File: src/rtl/led_matrix_scanner_if.sv
// Frame handshake and LED drive bundle for the 8x8 matrix scanner.
// master = frame source / panel side, slave = the scanner itself.
`timescale 1ns/1ps
interface led_matrix_scanner_if;
   logic [63:0] frame_in;
   logic        frame_valid;
   logic        frame_ready;
   logic [7:0]  row_sel;
   logic [7:0]  col_data;
   logic        frame_done;

   modport master (
      output frame_in,
      output frame_valid,
      input  frame_ready,
      input  row_sel,
      input  col_data,
      input  frame_done
   );

   modport slave (
      input  frame_in,
      input  frame_valid,
      output frame_ready,
      output row_sel,
      output col_data,
      output frame_done
   );
endinterface

File: src/rtl/led_matrix_scanner.sv
// Double-buffered 8x8 LED matrix row scanner: a shadow frame is accepted over a
// valid/ready handshake and swapped into the displayed buffer only at frame boundaries.
`timescale 1ns/1ps
module led_matrix_scanner #(
   parameter int DWELL_CYCLES = 4,
   parameter int BLANK_CYCLES = 1
) (
   input  logic                 clk,
   input  logic                 rst,
   input  logic                 en,
   led_matrix_scanner_if.slave  frame_bus
);

   typedef enum logic [1:0] {
      IDLE  = 2'd0,
      SCAN  = 2'd1,
      BLANK = 2'd2
   } state_t;

   localparam logic [7:0] DWELL_LAST = 8'(DWELL_CYCLES - 1);
   localparam logic [3:0] BLANK_LAST = 4'((BLANK_CYCLES > 0) ? (BLANK_CYCLES - 1) : 0);
   localparam bit         NO_BLANK   = (BLANK_CYCLES == 0);

   state_t      state;
   logic [2:0]  row;
   logic [7:0]  dwell;
   logic [3:0]  blank_cnt;
   logic        pending;
   logic        active_valid;
   logic [63:0] shadow;
   logic [63:0] active;
   logic [7:0]  row_drive;
   logic [7:0]  col_drive;
   logic        done_pulse;

   logic        accept;
   logic        advance;
   logic        wrap_row;
   logic        swap;
   logic [2:0]  next_row;
   logic [63:0] next_frame;

   function automatic logic [7:0] row_bits(input logic [63:0] frame, input logic [2:0] r);
      return frame[{r, 3'b000} +: 8];
   endfunction

   function automatic logic [7:0] one_hot(input logic [2:0] r);
      return 8'b1 << r;
   endfunction

   assign accept     = frame_bus.frame_valid && !pending;
   // Row step happens either from the last dwell cycle (no blanking) or the last blank cycle.
   assign advance    = (state == SCAN  && dwell == DWELL_LAST && NO_BLANK) ||
                       (state == BLANK && blank_cnt == BLANK_LAST);
   assign wrap_row   = (row == 3'd7);
   assign next_row   = row + 3'd1;
   assign swap       = wrap_row && pending;
   assign next_frame = swap ? shadow : active;

   always_ff @(posedge clk or negedge rst) begin
      if (!rst) begin
         state        <= IDLE;
         row          <= 3'd0;
         dwell        <= 8'd0;
         blank_cnt    <= 4'd0;
         pending      <= 1'b0;
         active_valid <= 1'b0;
         shadow       <= 64'd0;
         active       <= 64'd0;
         row_drive    <= 8'd0;
         col_drive    <= 8'd0;
         done_pulse   <= 1'b0;
      end else begin
         done_pulse <= 1'b0;
         // Acceptance and swap are mutually exclusive: one needs pending=0, the other pending=1.
         if (accept) begin
            shadow  <= frame_bus.frame_in;
            pending <= 1'b1;
         end
         if (!en) begin
            state     <= IDLE;
            row       <= 3'd0;
            dwell     <= 8'd0;
            blank_cnt <= 4'd0;
            row_drive <= 8'd0;
            col_drive <= 8'd0;
         end else if (advance) begin
            state     <= SCAN;
            row       <= next_row;
            dwell     <= 8'd0;
            blank_cnt <= 4'd0;
            row_drive <= one_hot(next_row);
            col_drive <= row_bits(next_frame, next_row);
            if (wrap_row) begin
               done_pulse <= 1'b1;
            end
            if (swap) begin
               active  <= shadow;
               pending <= 1'b0;
            end
         end else begin
            case (state)
               IDLE: begin
                  if (pending || active_valid) begin
                     state     <= SCAN;
                     row       <= 3'd0;
                     dwell     <= 8'd0;
                     blank_cnt <= 4'd0;
                     row_drive <= 8'h01;
                     if (pending) begin
                        active       <= shadow;
                        pending      <= 1'b0;
                        active_valid <= 1'b1;
                        col_drive    <= row_bits(shadow, 3'd0);
                     end else begin
                        col_drive    <= row_bits(active, 3'd0);
                     end
                  end
               end
               SCAN: begin
                  if (dwell == DWELL_LAST) begin
                     state     <= BLANK;
                     dwell     <= 8'd0;
                     blank_cnt <= 4'd0;
                     row_drive <= 8'd0;
                     col_drive <= 8'd0;
                  end else begin
                     dwell <= dwell + 8'd1;
                  end
               end
               BLANK: begin
                  blank_cnt <= blank_cnt + 4'd1;
               end
               default: begin
                  state     <= IDLE;
                  row_drive <= 8'd0;
                  col_drive <= 8'd0;
               end
            endcase
         end
      end
   end

   assign frame_bus.frame_ready = ~pending;
   assign frame_bus.row_sel     = row_drive;
   assign frame_bus.col_data    = col_drive;
   assign frame_bus.frame_done  = done_pulse;

endmodule

File: src/flat_wrapper.sv
// flat-port wrapper written by rule: the top's interface ports become plain ports
module led_matrix_scanner_flat 
#(
   parameter int DWELL_CYCLES = 4,
   parameter int BLANK_CYCLES = 1
)
  (clk, rst, en, frame_bus_frame_in, frame_bus_frame_valid, frame_bus_frame_ready, frame_bus_row_sel, frame_bus_col_data, frame_bus_frame_done);
  led_matrix_scanner_if frame_bus_i ();
  input  logic clk;
  input  logic rst;
  input  logic en;
  input wire logic [$bits(frame_bus_i.frame_in)-1:0] frame_bus_frame_in;
  input wire logic [$bits(frame_bus_i.frame_valid)-1:0] frame_bus_frame_valid;
  output wire logic [$bits(frame_bus_i.frame_ready)-1:0] frame_bus_frame_ready;
  output wire logic [$bits(frame_bus_i.row_sel)-1:0] frame_bus_row_sel;
  output wire logic [$bits(frame_bus_i.col_data)-1:0] frame_bus_col_data;
  output wire logic [$bits(frame_bus_i.frame_done)-1:0] frame_bus_frame_done;
  assign frame_bus_i.frame_in = frame_bus_frame_in;
  assign frame_bus_i.frame_valid = frame_bus_frame_valid;
  assign frame_bus_frame_ready = frame_bus_i.frame_ready;
  assign frame_bus_row_sel = frame_bus_i.row_sel;
  assign frame_bus_col_data = frame_bus_i.col_data;
  assign frame_bus_frame_done = frame_bus_i.frame_done;
  led_matrix_scanner #(.DWELL_CYCLES(DWELL_CYCLES), .BLANK_CYCLES(BLANK_CYCLES)) u_core (.clk(clk), .rst(rst), .en(en), .frame_bus(frame_bus_i));
endmodule
File: config.mk
export PLATFORM = sky130hd
export DESIGN_NAME = led_matrix_scanner_flat
export DESIGN_NICKNAME = d
export VERILOG_FILES = /design/src/rtl/led_matrix_scanner_if.sv /design/src/rtl/led_matrix_scanner.sv /design/src/flat_wrapper.sv
export SDC_FILE = /design/constraint.sdc
export NUM_CORES = 1
export LEC_CHECK = 0
export ABC_CLOCK_PERIOD_IN_PS = 3150
export CORE_ASPECT_RATIO = 2
export CORE_UTILIZATION = 45
export CTS_CLUSTER_DIAMETER = 100
export CTS_CLUSTER_SIZE = 12
export DETAILED_ROUTE_END_ITERATION = 6
export PLACE_DENSITY = 0.65
export SLEW_MARGIN = 40
export SYNTH_ARGS = -nofsm -noshare
export SYNTH_HDL_FRONTEND = slang
export SYNTH_SLANG_ARGS = --single-unit
File: constraint.sdc
create_clock -name clk -period 3.15 [get_ports clk]
set_input_delay 0.63 -clock clk [delete_from_list [all_inputs] [get_ports clk]]
set_output_delay 0.63 -clock clk [all_outputs]
set_load 0.005 [all_outputs]
==> impl_metrics.tcl <==
set metrics [dict create \
    cp.required_ns 3.50 \
    grt.total_usage 0.226 \
    async_flop_share 1.00 \
    ys_ff_latch 164 \
    drv_cap 0 \
    syn_nets 769 \
    p_seq_frac 0.444 \
    hp-class "in -> async" \
    ios 86 \
    cts.sinks 164 \
    place.gp.congestion 0.821 \
    drt-pass1-iter-count 5 \
    top_layer_used "met4" \
    path_clk_slew_ns 0.07 \
    synth_edf_count 0 \
    post_cts_buffers 0 \
    cts-root-buf "clkbuf_16" \
    postRouteAntennaNets 0 \
    synth_cell_types 40 \
    fillerInstances 1448 \
    status "finished clean" \
    multi_input_area_um2 3430 \
    p_switching_mw 2.91 \
    grt_setup_unrepaired "false" \
    start_util 0.461 \
    whs_ns 0.203 \
    clock_latency_ns 0.43 \
    p_sw_frac 0.342 \
    final-setup-viol-count 0 \
    drive_above_1_share 0.233 \
    netlist_area_um2 7730 \
    grt_pass1_vias 5896 \
    io_buffers 85 \
    cts_tree "yes" \
    p_per_area_nw_per_um2 905 \
    relSlewSlack 0.557 \
    finalHoldViolations 0 \
    core-area_um2 16800 \
    grt_remaining_overflow 0 \
    peakVddDrop_uv 481 \
    cts_max_level 4 \
    arrival_ns 3.21 \
    diodes 0 \
    synth_flop_cell "dfrtp_1" \
    initialDrtViolationCount 367 \
    cts_buffers 17 \
    ys_warn_count 0 \
    syn_avg_cell_area_um2 11.2 \
    cts_buffer_depth 2 \
    p_int_mw 5.58 \
    power_mw 8.49 \
    die_x_um 94.7 \
    ctsResizeCount 0 \
    maxSlewViolCount 0 \
    drt-met1-wl_mm 7.15 \
    fin_skew_ns 0.00713 \
    grt_max_degree 70 \
    die_area_um2 17700 \
    finalCritPeriodShare 0.908 \
    worstReg2RegStart "u_core.row[0]" \
    drt_wl_total_mm 18.6 \
    worstPathMaxFanout 29 \
    place_area_um2 8830 \
    r2r_slack_ns 0.29 \
    final_cell_area_um2 9380 \
    grt_pass1_wl_mm 30.5 \
    end_kind "flop" \
    post-dp-hpwl_mm 13.1 \
    antenna_found_initial 0 \
    drc 0 \
    area_growth_pct 21.3 \
    wl_met2_mm 9.91 \
    seqCellArea_um2 4100 \
    setup_tns_ns 0 \
    combPwrFrac 0.327 \
    wire_per_inst_um 18.9 \
    viasPerCell 5.81 \
    cts.hold.buffers_added 0 \
    ys_seq_area_frac 0.531 \
    rows 67 \
    criticalPathCategory "reg -> reg" \
    p_clk_frac 0.229 \
    die_y_um 187 \
    p_leak_nw 4.01 \
    cp-start-kind "flop" \
    clock.fmax_mhz 350 \
    period_needed_ns 2.86 \
    critPathLaunch "u_core.row[0]" \
    final_nets 845 \
    num_vias 5715 \
    netlist_instances 689 \
    wl_met3_um 736 \
    worst_slew_pin_slew_ns 0.663 \
]
layout by cell type (no fill, tap or decap), types with 8 or more instances in the layout:
cell,n
dfrtp_1,164
mux2_2,128
nand2_1,123
clkdlybuf4s50_1,84
nand3_1,43
mux2i_1,21
nand4_1,20
o21ai_0,19
a21oi_1,18
clkbuf_16,17
a31oi_1,14
buf_4,13
nor2_1,12
ha_1,12
and3_1,9
inv_1,8
cells by family (layout without fill, tap and decap cells):
kind of cell | Yosys count | in the layout | synth area share
AOI/OAI and AO/OA | 84 | 84 | 0.0718
adders and majority gates | 12 | 12 | 0.0194
buffers and inverters | 52 | 140 | 0.0293
DFF | 164 | 164 | 0.531
muxes | 149 | 149 | 0.214
and+or+nand+nor | 228 | 228 | 0.135
final timing paths:
| path | endpoint | cells past startpoint |
|---|---|---|
| min | u_core.blank_cnt[3] | 1 |
| min reg2reg | u_core.frame_bus.row_sel[0] | 2 |
| min in group clk | u_core.frame_bus.row_sel[0] | 2 |
| max in group asynchronous | u_core.shadow[15] | 2 |
| max | u_core.frame_bus.col_data[2] | 9 |
| max reg2reg | u_core.frame_bus.col_data[2] | 9 |
Yosys cell counts (all sizes together), types with 3 or more instances:
cell type | instances | area share
mux2 | 128 | 0.19
and2 | 3 | 0.0024
mux2i | 21 | 0.027
buf | 10 | 0.0089
a211oi | 5 | 0.0049
nand4 | 20 | 0.016
clkbuf | 34 | 0.017
a22o | 6 | 0.0068
o21ai | 21 | 0.014
inv | 8 | 0.0039
a32oi | 3 | 0.0034
a31oi | 14 | 0.011
nor2b | 7 | 0.0057
dfrtp | 164 | 0.53
ha | 12 | 0.019
nand3 | 43 | 0.028
and3 | 9 | 0.0073
a32o | 4 | 0.0052
nor2 | 12 | 0.0058
nand2 | 123 | 0.060
a21oi | 19 | 0.012
registers in the layout, summed over array words and instances (netlist names):
register / cells
u_core.active: 64
u_core.shadow: 64
u_core.dwell: 8
u_core.frame_bus.col_data: 8
u_core.frame_bus.row_sel: 8
u_core.blank_cnt: 4
u_core.row: 3
u_core.state: 2
u_core.active_valid: 1
u_core.frame_bus.frame_done: 1
u_core.pending: 1
routing by layer:
metal,vias to the layer above,track usage
met4,0,0.126
met1,2887,0.262
met5,-,0
met2,174,0.383
met3,48,0.0427
li1,2606,-
power groups by stage:
stage	Clock, mW	Sequential, mW	Combinational [mW]
floorplan	0	3.48	2.16
global route	2.06	3.89	3.05
CTS	1.98	3.76	2.80
global placement	0	3.74	2.67
detailed placement	0	3.79	2.79
finish	1.94	3.77	2.77
final cells by class:
| type | count | share of cell area |
|---|---|---|
| flip-flops and latches | 164 | 0.438 |
| multi-input cells | 473 | 0.366 |
| repair buffers | 101 | 0.108 |
| clock buffers | 17 | 0.0454 |
| well taps | 207 | 0.0276 |
| clock inverters | 14 | 0.0128 |
| inverters | 8 | 0.00320 |
through the flow:
step | cells | worst slack, ns | util
after floorplan | 689 | 0.897 | -
after global placement | 953 | 0.466 | 0.527
after detailed placement | 953 | 0.359 | 0.527
after CTS | 984 | 0.347 | 0.559
after global routing | 984 | 0.183 | 0.559
final | 984 | 0.291 | 0.559
critical path, stage by stage, from the launching register on:
cell and delay, ns:
dfrtp_1 0.56, ha_1 0.31, ha_1 0.28, nand2_1 0.51, buf_12 0.26, buf_4 0.24
nand2_1 0.08, a21oi_1 0.17, nand4_1 0.15, a31oi_1 0.20
Note: power is estimated with default switching activity, not from simulation.
==> patch: new RTL, config.mk and constraints unchanged <==
Reset style: synchronous (`rst`), changed in one clocked block.
--- a/src/rtl/led_matrix_scanner.sv
+++ b/src/rtl/led_matrix_scanner.sv
@@ -59,3 +59,3 @@
 
-   always_ff @(posedge clk or negedge rst) begin
+   always_ff @(posedge clk) begin
       if (!rst) begin
Behaviour: differs if rst is asserted again (counterexample within 4 cycles, from zero or initial values and one cycle with rst low); with rst held inactive, the same outputs for 4 cycles.
==> patch against the original RTL <==
  * Critical endpoint is now u_core.frame_bus.col_data[4]$_SDFFE_PN0P_
  * Area after synthesis decreased by 4.0%
  * Cell count increased by 18%
  * Maximum frequency increased by 24%
  * Largest cell class is now multi-input gates
  * Wire length increased by 0.30%
  * Cell area decreased by 3.3%
  * Sequential cell count unchanged
  * Setup slack improved by 0.54 ns
Power is not compared: it rests on default switching activity, and its combinational part moved more than twofold at a synthesized area within 25%.
==> patch: results (changes against the original RTL) <==
outcome: "completed"
hold_class: "flip-flop to flip-flop"
grt_first_pass_wirelength_um: 30500  # unchanged
synthArstFlopShare_pct: 0  # -100 points
top_regs: "u_core.active: 64 flops, u_core.shadow: 64 flops"
antenna_cells: 0  # unchanged
relSlewSlack_pct: 48.53  # -7.2 points
fillers: 1541  # +6.4%
grt_antenna_before_repair: 0  # unchanged
synth-seq-area-share_pct: 44.23  # -8.8 points
avgViaCountPerCell: 5.342  # -8.0%
routed_wire_length_per_instance_um: 16.05  # -15%
dp_cells: 1131  # +19%
gp_congestion: 0.8564  # +4.3%
grt_pass1_vias: 5900  # +0.068%
cts-root-buf: "clkbuf_16"
synth_cells: 891  # +29%
ctsResizeCount: 0  # unchanged
numCtsBuffers: 17  # unchanged
synth_cell_types: 46  # +15%
synthTopCellsByCount: "nand2_1 (319), dfxtp_1 (164), a21boi_0 (119)"
drive_above_1_share_pct: 8.029  # -15 points
cts_post_setup_buffers_inserted: 0  # unchanged
critPathArrivalTime_ns: 2.62  # -0.59 ns
dp_hpwl_um: 13160  # +0.63%
syn_nets: 969  # +26%
drc: 0  # unchanged
worstPathMaxFanout: 47  # +62%
dpl_cell_area_um2: 8402  # -4.9%
nNetsFinal: 1024  # +21%
io_buffer_count: 85  # unchanged
switchingPower_mw: 1.116
cts_max_level: 4  # unchanged
drtPass1Iterations: 4  # -1
clock_path_buffers: 2  # unchanged
grt_use_total_pct: 23.10  # +0.46 points
fin_cells: 1163  # +18%
drt-initial-drc-count: 332  # -9.5%
yosys_warnings: 0  # unchanged
grt_max_degree: 131  # +87%
skew_ns: 0.005594  # -0.001532 ns
leakage_nw: 3.203
synth_area_leaders: "dfxtp_1 (44%), nand2_1 (16%), a21boi_0 (12%)"
clk_latency_ns: 0.43  # about the same
vdd_ir_drop_max_uv: 415.4
clkTransAtPathRegs_ns: 0.06
-- patch: worst max-delay path: stages (launching register included) --
cell and delay [ns]:
dfxtp_1 0.34, ha_1 0.23, ha_1 0.25, nand2_2 0.07, buf_4 0.48, mux4_2 0.41, a311oi_1 0.28, a31oi_1 0.11
-- patch: final timing paths --
kind	startpoint	endpoint	slack (ns)	cells past startpoint
setup / recovery	u_core.row[1]$_SDFFE_PN0P_	u_core.frame_bus.col_data[4]$_SDFFE_PN0P_	0.84	7
hold / removal	u_core.active[39]$_SDFFE_PN0P_	u_core.active[39]$_SDFFE_PN0P_	0.45	2
setup reg to reg	u_core.row[1]$_SDFFE_PN0P_	u_core.frame_bus.col_data[4]$_SDFFE_PN0P_	0.84	7
hold reg to reg	u_core.active[39]$_SDFFE_PN0P_	u_core.active[39]$_SDFFE_PN0P_	0.45	2
-- patch: area by class of cell --
type,instances,area share [%]
Timing Repair Buffer,100,10.88
Inverter,6,0.2483
Clock buffer,21,5.187
Clock inverter,11,2.180
Sequential cell,164,36.20
Multi-Input combinational cell,657,42.49
Tap cell,204,2.814
-- patch: cell families (layout without fill, tap and decap cells) --
group,Yosys count,after routing,share of synthesized area (%)
simple gates,417,417,23.04
xor+xnor,8,8,0.9439
buf+inv,70,138,4.197
fa+ha+maj,10,10,1.685
flops,164,164,44.23
mux,32,32,7.028
compound gates,190,190,18.88
-- patch: through the flow --
step	util (%)	setup WS (ns)	hold slack, ns
3_3_place_gp	51.89	0.8896	0.4376
4_1_cts	56.04	0.8519	0.4506
5_1_grt	56.04	0.6198	0.4655
3_5_place_dp	51.91	0.8641	0.4422
2_1_floorplan	-	1.176	0.4319
6_report	56.04	0.8358	0.4491
-- patch: per-layer routing --
layer / vias up / GRT usage (%) / share of wire [%]
met5: - / 0 / 0
met4: 0 / 10.83 / 4.0
met3: 35 / 4.797 / 3.3
met2: 137 / 41.12 / 53
met1: 2926 / 25.82 / 40
li1: 3115 / - / -
-- patch: power groups by stage --
stage / combinational, mW / sequential [mW] / clock (mW)
6_report: 0.415 / 2.22 / 2.31
5_1_grt: 0.462 / 2.22 / 2.45
4_1_cts: 0.421 / 2.22 / 2.35
3_5_place_dp: 0.419 / 2.26 / 0
3_3_place_gp: 0.415 / 2.26 / 0
2_1_floorplan: 0.255 / 2.23 / 0
